`src/rtl/freq_bcd_ranger.sv`:
```
// Sequential double-dabble binary-to-BCD converter with Hz/kHz auto-ranging
// for an 8-digit seven-segment display; outputs change only on completion.
`timescale 1ns/1ps

module freq_bcd_ranger #(
    parameter int          BIN_W     = 32,
    parameter logic [3:0]  KHZ_POINT = 4'd1,
    parameter logic [3:0]  NO_POINT  = 4'hF
) (
    input  logic             Clk,
    input  logic             Reset_n,
    input  logic             start,
    input  logic [BIN_W-1:0] bin_in,
    output logic [31:0]      Disp_Data,
    output logic [3:0]       point_pos,
    output logic             range_khz,
    output logic             busy,
    output logic             done
);

    localparam int DIGITS = 10;
    localparam int BCD_W  = 4 * DIGITS;
    localparam int WORK_W = BCD_W + BIN_W;
    localparam int CNT_W  = $clog2(BIN_W + 1);

    typedef enum logic [1:0] {IDLE, SHIFT, FINAL} state_t;

    state_t              state, state_next;
    logic [WORK_W-1:0]   work;
    logic [CNT_W-1:0]    cnt;
    logic                load, shifting, finish;
    logic [BCD_W-1:0]    bcd;
    logic                hz_range;

    // One double-dabble step: correct every BCD nibble, then shift left by one.
    function automatic logic [WORK_W-1:0] dabble(input logic [WORK_W-1:0] w);
        logic [WORK_W-1:0] t;
        t = w;
        for (int i = 0; i < DIGITS; i++) begin
            if (t[BIN_W+4*i +: 4] >= 4'd5)
                t[BIN_W+4*i +: 4] = t[BIN_W+4*i +: 4] + 4'd3;
        end
        return {t[WORK_W-2:0], 1'b0};
    endfunction

    // NOTE: sequential state uses non-blocking assignments so every register
    // samples pre-edge values regardless of process evaluation order.
    always_ff @(posedge Clk or negedge Reset_n) begin
        if (!Reset_n) state <= IDLE;
        else          state <= state_next;
    end

    // NOTE: default assignment first so no path leaves state_next unassigned,
    // which would otherwise infer a latch.
    always_comb begin
        state_next = state;
        case (state)
            IDLE:    if (start) state_next = SHIFT;
            SHIFT:   if (cnt == CNT_W'(BIN_W - 1)) state_next = FINAL;
            FINAL:   state_next = IDLE;
            default: state_next = IDLE;
        endcase
    end

    always_comb begin
        load     = (state == IDLE) && start;
        shifting = (state == SHIFT);
        finish   = (state == FINAL);
        busy     = (state != IDLE);
    end

    always_ff @(posedge Clk or negedge Reset_n) begin
        if (!Reset_n) begin
            work <= '0;
            cnt  <= '0;
        end else if (load) begin
            work <= {{BCD_W{1'b0}}, bin_in};
            cnt  <= '0;
        end else if (shifting) begin
            work <= dabble(work);
            cnt  <= cnt + CNT_W'(1);
        end
    end

    assign bcd      = work[WORK_W-1:BIN_W];
    assign hz_range = (bcd[BCD_W-1 -: 8] == 8'h00);

    // kHz range drops the two lowest digits: one decimal place, truncated.
    always_ff @(posedge Clk or negedge Reset_n) begin
        if (!Reset_n) begin
            Disp_Data <= '0;
            point_pos <= NO_POINT;
            range_khz <= 1'b0;
            done      <= 1'b0;
        end else begin
            done <= finish;
            if (finish) begin
                if (hz_range) begin
                    Disp_Data <= bcd[31:0];
                    point_pos <= NO_POINT;
                    range_khz <= 1'b0;
                end else begin
                    Disp_Data <= bcd[39:8];
                    point_pos <= KHZ_POINT;
                    range_khz <= 1'b1;
                end
            end
        end
    end

endmodule

```
`config.mk`:
```
export PLATFORM = sky130hd
export DESIGN_NAME = freq_bcd_ranger
export DESIGN_NICKNAME = d
export VERILOG_FILES = /design/src/rtl/freq_bcd_ranger.sv
export SDC_FILE = /design/constraint.sdc
export NUM_CORES = 1
export LEC_CHECK = 0
export BUFFER_PORTS_ARGS = -buffer_cell sky130_fd_sc_hd__buf_2
export CAP_MARGIN = 30
export CORE_UTILIZATION = 55
export CTS_CLUSTER_DIAMETER = 150
export DETAILED_ROUTE_END_ITERATION = 6
export GPL_TIMING_DRIVEN = 0
export PLACE_DENSITY = 0.86
export SLEW_MARGIN = 10
export SYNTH_ARGS = -nofsm -noshare
export SYNTH_HDL_FRONTEND = slang
export SYNTH_SLANG_ARGS = --single-unit
export TNS_END_PERCENT = 20
```
`constraint.sdc`:
```
create_clock -name Clk -period 4.6 [get_ports Clk]
set_input_delay 0.69 -clock Clk [delete_from_list [all_inputs] [get_ports Clk]]
set_output_delay 0.69 -clock Clk [all_outputs]
set_load 0.01 [all_outputs]
```
==> flow_metrics.env, run 1 <==
export IMPL_status="finished clean"
export IMPL_cts_tree="built"
export IMPL_pwr_share_clk_pct=29.8
export IMPL_gr_total_overflow=0
export IMPL_synthTopCellsByCount="114 x dfrtp_1, 77 x nand2_1, 45 x o21ai_0"
export IMPL_powerDensity_nw_per_um2=678
export IMPL_fp_dieH_um=103
export IMPL_synth_avg_cell_area_um2=10.1
export IMPL_fin_hold_ws_ns=0.114
export IMPL_yosys_warnings=0
export IMPL_place_port_buffers=72
export IMPL_n_antenna_cell=0
export IMPL_drive_gt1_share_pct=20.3
export IMPL_stdcell_count=792
export IMPL_synth_nets=611
export IMPL_grt_use_total_pct=28.1
export IMPL_cts_made_buffers=17
export IMPL_period_needed_ns=2.45
export IMPL_grt_pass1_vias=4673
export IMPL_die_area_um2=10600
export IMPL_ys_flop_type="dfrtp_1"
export IMPL_setup_tns_ns=0
export IMPL_arrival_ns=1.76
export IMPL_cts_buffer_depth=2
export IMPL_finalMaxSlewViolations=0
export IMPL_synth_area_um2=5620
export IMPL_post_route_period_util_pct=53.2
export IMPL_crit_start="state[0]"
export IMPL_comb_power_share_pct=33.5
export IMPL_path_max_fanout=10
export IMPL_cp_start_kind="flop"
export IMPL_dp_hpwl_mm=9.27
export IMPL_routed_wl_mm=13.9
export IMPL_initial_utilization_pct=57.2
export IMPL_cellLeakagePower_nw=3.07
export IMPL_worst_setup_path_type="flop to primary output"
export IMPL_synth_edf_count=0
export IMPL_fmax_ghz=0.409
export IMPL_detail_route_iter0_violations=349
export IMPL_vias_per_cell=6.05
export IMPL_power_total_mw=4.61
export IMPL_ff2ff_path_depth=4
export IMPL_drcViolationCount=0
export IMPL_holdBufCountCts=0
export IMPL_grt_pass1_wl_mm=22.5
export IMPL_place_congestion=0.834
export IMPL_cts_repair_resize_count=0
export IMPL_cap_violations=0
export IMPL_clk_latency_ns=0.52
export IMPL_syn_to_final_growth_pct=21.0
export IMPL_relSlewSlack_pct=35.5
export IMPL_timing_rr_end="work[40]"
export IMPL_core_area_um2=9820
export IMPL_netSwitchingPower_mw=1.72
export IMPL_fp_row_count=36
export IMPL_cts_root_buf="clkbuf_8"
export IMPL_antenna_found_initial=0
export IMPL_hold_viol=0
export IMPL_setup_viol=0
export IMPL_synth_top_cell_area_share_pct=50.8
export IMPL_internal_power_mw=2.90
export IMPL_ys_top_cells_by_area="dfrtp_1 51%, nand2_1 5.1%, mux2i_1 5.0%, ha_1 4.9%, a22oi_1 4.1%"
export IMPL_cts_reportedPaths_clkPinSlew_ns=0.06
export IMPL_cts_setup_buffers=0
export IMPL_ys_ff_latch=115
export IMPL_worst_pin_slew_ns=0.964
export IMPL_rsz0062_at_grt="false"
export IMPL_finalClockSkew_ns=0.00671
export IMPL_dp_cells=760
export IMPL_firstDrtPassIters=5
export IMPL_ir_worst_vdd_uv=337
export IMPL_nFillCells=756
export IMPL_dieWidth_um=103
export IMPL_synth_cell_types=42
export IMPL_switching_share_pct=37.2
export IMPL_cp_end_kind="primary output"
export IMPL_fin_nets=703
export IMPL_endpoint="busy"
export IMPL_r2r_slack_ns=2.58
export IMPL_holdCritPathClass="input port to async pin"
export IMPL_synthCells=554
export IMPL_r2r_start="state[1]"
export IMPL_vias=4794
export IMPL_ys_seq_area_share_pct=51.2
export IMPL_yosysTopAreaCell="dfrtp_1"
export IMPL_sequentialPowerShare_pct=36.7
export IMPL_cts_max_level=4
export IMPL_synth_most_common_cell="dfrtp_1"
export IMPL_ys_async_sr_fraction_pct=100
export IMPL_antenna_left=0
export IMPL_grt_start_max_net_pins=64
export IMPL_cts_sink_count=115
export IMPL_cp_required_ns=3.91
export IMPL_pin_count=74
export IMPL_wl_per_cell_um=17.5
-- sequential cells by signal, indices dropped and copies added (netlist names) --
name	flops
range_khz	1
work	72
Disp_Data	32
state	2
done	1
cnt	6
point_pos	1
-- critical path: stages (launching register included) --
cell and delay [ns]:
dfrtp_1 0.35, buf_2 0.17, buf_1 0.24, or2_2 0.34, buf_2 0.14
-- kinds of logic after synthesis --
family | after synthesis | share of synthesized area [%]
xor+xnor | 15 | 2.34
compound gates | 181 | 20.1
simple gates | 131 | 10.6
fa+ha+maj | 22 | 4.90
mux | 28 | 4.99
other cells | 1 | 0.0668
flops | 115 | 51.2
buf+inv | 61 | 5.77
-- metrics by stage --
stage	utilization, %	area [µm²]	worst slack (ns)
6_report	69.3	6800	2.15
5_1_grt	69.3	6800	2.07
4_1_cts	69.3	6800	2.14
3_5_place_dp	62.9	6180	2.47
3_3_place_gp	62.6	6140	1.58
2_1_floorplan	-	5620	2.92
-- cells in the final DEF (no fill, tap or decap), types with 10 or more instances in the layout --
cell       count
nor2_1        10
o21ai_1       33
a22oi_1       31
o21ai_0       45
a21oi_1       23
ha_1          22
nand3_1       13
clkbuf_1      12
o22ai_1       14
xnor2_1       10
nand2_1       77
dfrtp_1      114
buf_2         90
nand2b_1      12
inv_1         21
clkbuf_16     16
mux2i_1       28
-- worst min-delay path by stage --
| stage | slack (ns) | to |
|---|---|---|
| 2_1_floorplan | 0.39 | Disp_Data[0] |
| 3_3_place_gp | 0.46 | Disp_Data[2] |
| 3_5_place_dp | 0.47 | point_pos[2] |
| 4_1_cts | 0.14 | Disp_Data[10] |
| 5_1_grt | 0.15 | Disp_Data[5] |
| 6_report | 0.11 | Disp_Data[10] |
-- power groups by stage --
stage / clock, mW / sequential (mW) / combinational, mW
floorplan: 0 / 1.58 / 1.14
global placement: 0 / 1.66 / 1.38
detailed placement: 0 / 1.68 / 1.49
CTS: 1.38 / 1.67 / 1.53
global route: 1.44 / 1.72 / 1.70
finish: 1.38 / 1.69 / 1.54
-- metal layers --
metal / GRT usage [%] / routed length, µm
met5: 0 / 0
met4: 12.4 / 308
met3: 6.44 / 992
met2: 45.6 / 6630
met1: 36.2 / 5930
-- final cells by class --
| type | count | area, µm² | share of cell area, % |
|---|---|---|---|
| plain buffers | 40 | 245 | 3.61 |
| inverters | 21 | 78.8 | 1.16 |
| clock buffers | 17 | 414 | 6.09 |
| flip-flops and latches | 115 | 2880 | 42.3 |
| clock inverters | 15 | 208 | 3.05 |
| repair buffers | 73 | 394 | 5.80 |
| multi-input cells | 378 | 2410 | 35.5 |
| well taps | 133 | 166 | 2.45 |
No activity file was read; power rests on OpenSTA's default activity.
==> inputs of run 2 (changes only) <==
==> constraint.sdc (replaced) <==
create_clock -name Clk -period 2.5 [get_ports Clk]
set_input_delay 0.375 -clock Clk [delete_from_list [all_inputs] [get_ports Clk]]
set_output_delay 0.375 -clock Clk [all_outputs]
set_load 0.01 [all_outputs]
==> run 2 against run 1 <==
Net effect:
- hold slack lost 0.033 ns
- sequential power rose by 84%
- sequential share of layout area fell by 0.062 points
- die area did not move
- worst setup slack got worse by 1.8 ns
- non-clock buffer count up 1
- critical path depth did not move
==> flow_metrics.env, run 2 (synthesized netlist as in run 1, its figures left out) <==
export IMPL_status="finished clean"
export IMPL_fmax_ghz=0.467
export IMPL_fin_nets=704
export IMPL_cts_max_level=4
export IMPL_crit_buf_inv=3
export IMPL_setup_slack_ns=0.361
export IMPL_vias=4756
export IMPL_worst_setup_path_type="flop to primary output"
export IMPL_path_delay_family="buffers and inverters"
export IMPL_largest_reg_flops=72
export IMPL_r2r_slack_ns=0.48
export IMPL_cp_start_kind="flop"
export IMPL_detail_route_iter0_violations=365
export IMPL_firstDrtPassIters=6
export IMPL_cp_required_ns=2.12
export IMPL_pin_count=74
export IMPL_vias_per_cell=6.00
export IMPL_worst_pin_slew_ns=0.968
export IMPL_drcViolationCount=0
export IMPL_crit_chain="buf_2, buf_1, or2_2, buf_2"
export IMPL_layout_commonest_cell="dfrtp_1"
export IMPL_syn_to_final_growth_pct=21.2
export IMPL_finalClockSkew_ns=0.00751
export IMPL_path_max_fanout=10
export IMPL_grt_start_max_net_pins=64
export IMPL_max_stage_delay_ns=0.35
export IMPL_post_route_period_util_pct=85.6
export IMPL_holdPathStages=2
export IMPL_cts_setup_buffers=0
export IMPL_routed_wl_mm=13.9
export IMPL_worst_path_max_delay_cell="dfrtp_1"
export IMPL_fp_dieH_um=103
export IMPL_core_area_um2=9820
export IMPL_cts_sink_count=115
export IMPL_setup_viol=0
export IMPL_timing_rr_end="work[40]"
export IMPL_gr_total_overflow=0
export IMPL_cts_buffer_depth=2
export IMPL_crit_path_frequent_cell="buf_2"
export IMPL_grt_use_total_pct=28.1
export IMPL_whs_endpoint="work[0]"
export IMPL_cts_root_buf="clkbuf_8"
export IMPL_top_register="work"
export IMPL_drive_gt1_share_pct=20.3
export IMPL_cts_tree="built"
export IMPL_dpl_worst_slack_ns=0.607
export IMPL_antenna_left=0
export IMPL_cts_reportedPaths_clkPinSlew_ns=0.06
export IMPL_dieWidth_um=103
export IMPL_cellLeakagePower_nw=3.08
export IMPL_worstHoldStart="bin_in[0]"
export IMPL_grt_pass1_wl_mm=22.5
export IMPL_power_total_mw=8.49
export IMPL_top_regs="work: 72 flops, Disp_Data: 32 flops, cnt: 6 flops"
export IMPL_initial_utilization_pct=57.2
export IMPL_period_needed_ns=2.14
export IMPL_grt_pass1_vias=4673
export IMPL_cp_end_kind="primary output"
export IMPL_dp_hpwl_mm=9.27
export IMPL_fin_hold_ws_ns=0.0807
export IMPL_cts_made_buffers=17
export IMPL_rsz0062_at_grt="false"
export IMPL_clk_latency_ns=0.53
export IMPL_arrival_ns=1.76
export IMPL_fp_row_count=36
export IMPL_place_port_buffers=72
export IMPL_die_area_um2=10600
export IMPL_holdCritPathClass="input port to flop"
export IMPL_hold_viol=0
export IMPL_finalMaxSlewViolations=0
export IMPL_r2r_start="state[1]"
export IMPL_wl_per_cell_um=17.5
export IMPL_cap_violations=0
export IMPL_n_antenna_cell=0
export IMPL_relSlewSlack_pct=35.3
export IMPL_final_cell_mix="114 x dfrtp_1, 90 x buf_2, 77 x nand2_1, 45 x o21ai_0, 33 x o21ai_1"
export IMPL_ff2ff_path_depth=4
export IMPL_place_congestion=0.834
export IMPL_antenna_found_initial=0
export IMPL_powerDensity_nw_per_um2=1250
export IMPL_ir_worst_vdd_uv=626
==> run 2: cell count changes in the layout (fill, tap and decap cells not counted) <==
cell,change
dlygate4sd3_1,+1
==> run 2: layout make-up <==
type	instances	area, µm²
fill	755	3010
sequential	115	2880
multi-input combinational	378	2410
clock buffer	17	414
timing repair buffer	74	404
buffer	40	245
clock inverter	15	208
tap	133	166
inverter	21	78.8
==> run 2: power by group <==
| part | switching (mW) | internal (mW) | total (mW) |
|---|---|---|---|
| Combinational | 1.60 | 1.25 | 2.85 |
| Sequential | 0.653 | 2.45 | 3.11 |
| Clock | 0.910 | 1.62 | 2.53 |
| Total | 3.16 | 5.33 | 8.49 |
==> run 2: layer usage <==
| metal | part of all wire (%) | GRT usage (%) | vias to the layer above |
|---|---|---|---|
| met5 | 0 | 0 | - |
| met4 | 2.1 | 12.4 | 0 |
| met3 | 6.3 | 6.44 | 31 |
| met2 | 48 | 45.6 | 225 |
| met1 | 43 | 36.2 | 2326 |
| li1 | - | - | 2174 |
==> run 2: how the worst max path moves through the flow <==
stage / start / end / slack, ns / cells after the start
floorplan: work[64] / Disp_Data[10] / 1.01 / 7
detailed placement: state[1] / work[40] / 0.61 / 4
finish: state[0] / busy / 0.36 / 4
global placement: Reset_n / work[26] / -0.21 / 1
global route: state[0] / busy / 0.29 / 4
CTS: state[0] / busy / 0.36 / 4
==> run 2: timing repair <==
action / 4_1_cts / 5_1_grt
hold endpoints to repair: 52 / 0
resized for setup: 0 / 0
hold buffers: 1 / 0
==> run 2: metrics by stage <==
stage	instance area [µm²]	setup TNS (ns)	util [%]	std cells
2_1_floorplan	5620	0	-	554
3_3_place_gp	6140	-23.13	62.6	759
3_5_place_dp	6180	0	62.9	760
4_1_cts	6810	0	69.4	793
5_1_grt	6810	0	69.4	793
6_report	6810	0	69.4	793
==> run 2: worst reg2reg max path, cell delays in order, from the launching register on <==
cell and delay [ns]:
dfrtp_1 0.39, buf_2 0.19, nor2_1 0.76, buf_2 0.40
o32ai_1 0.14
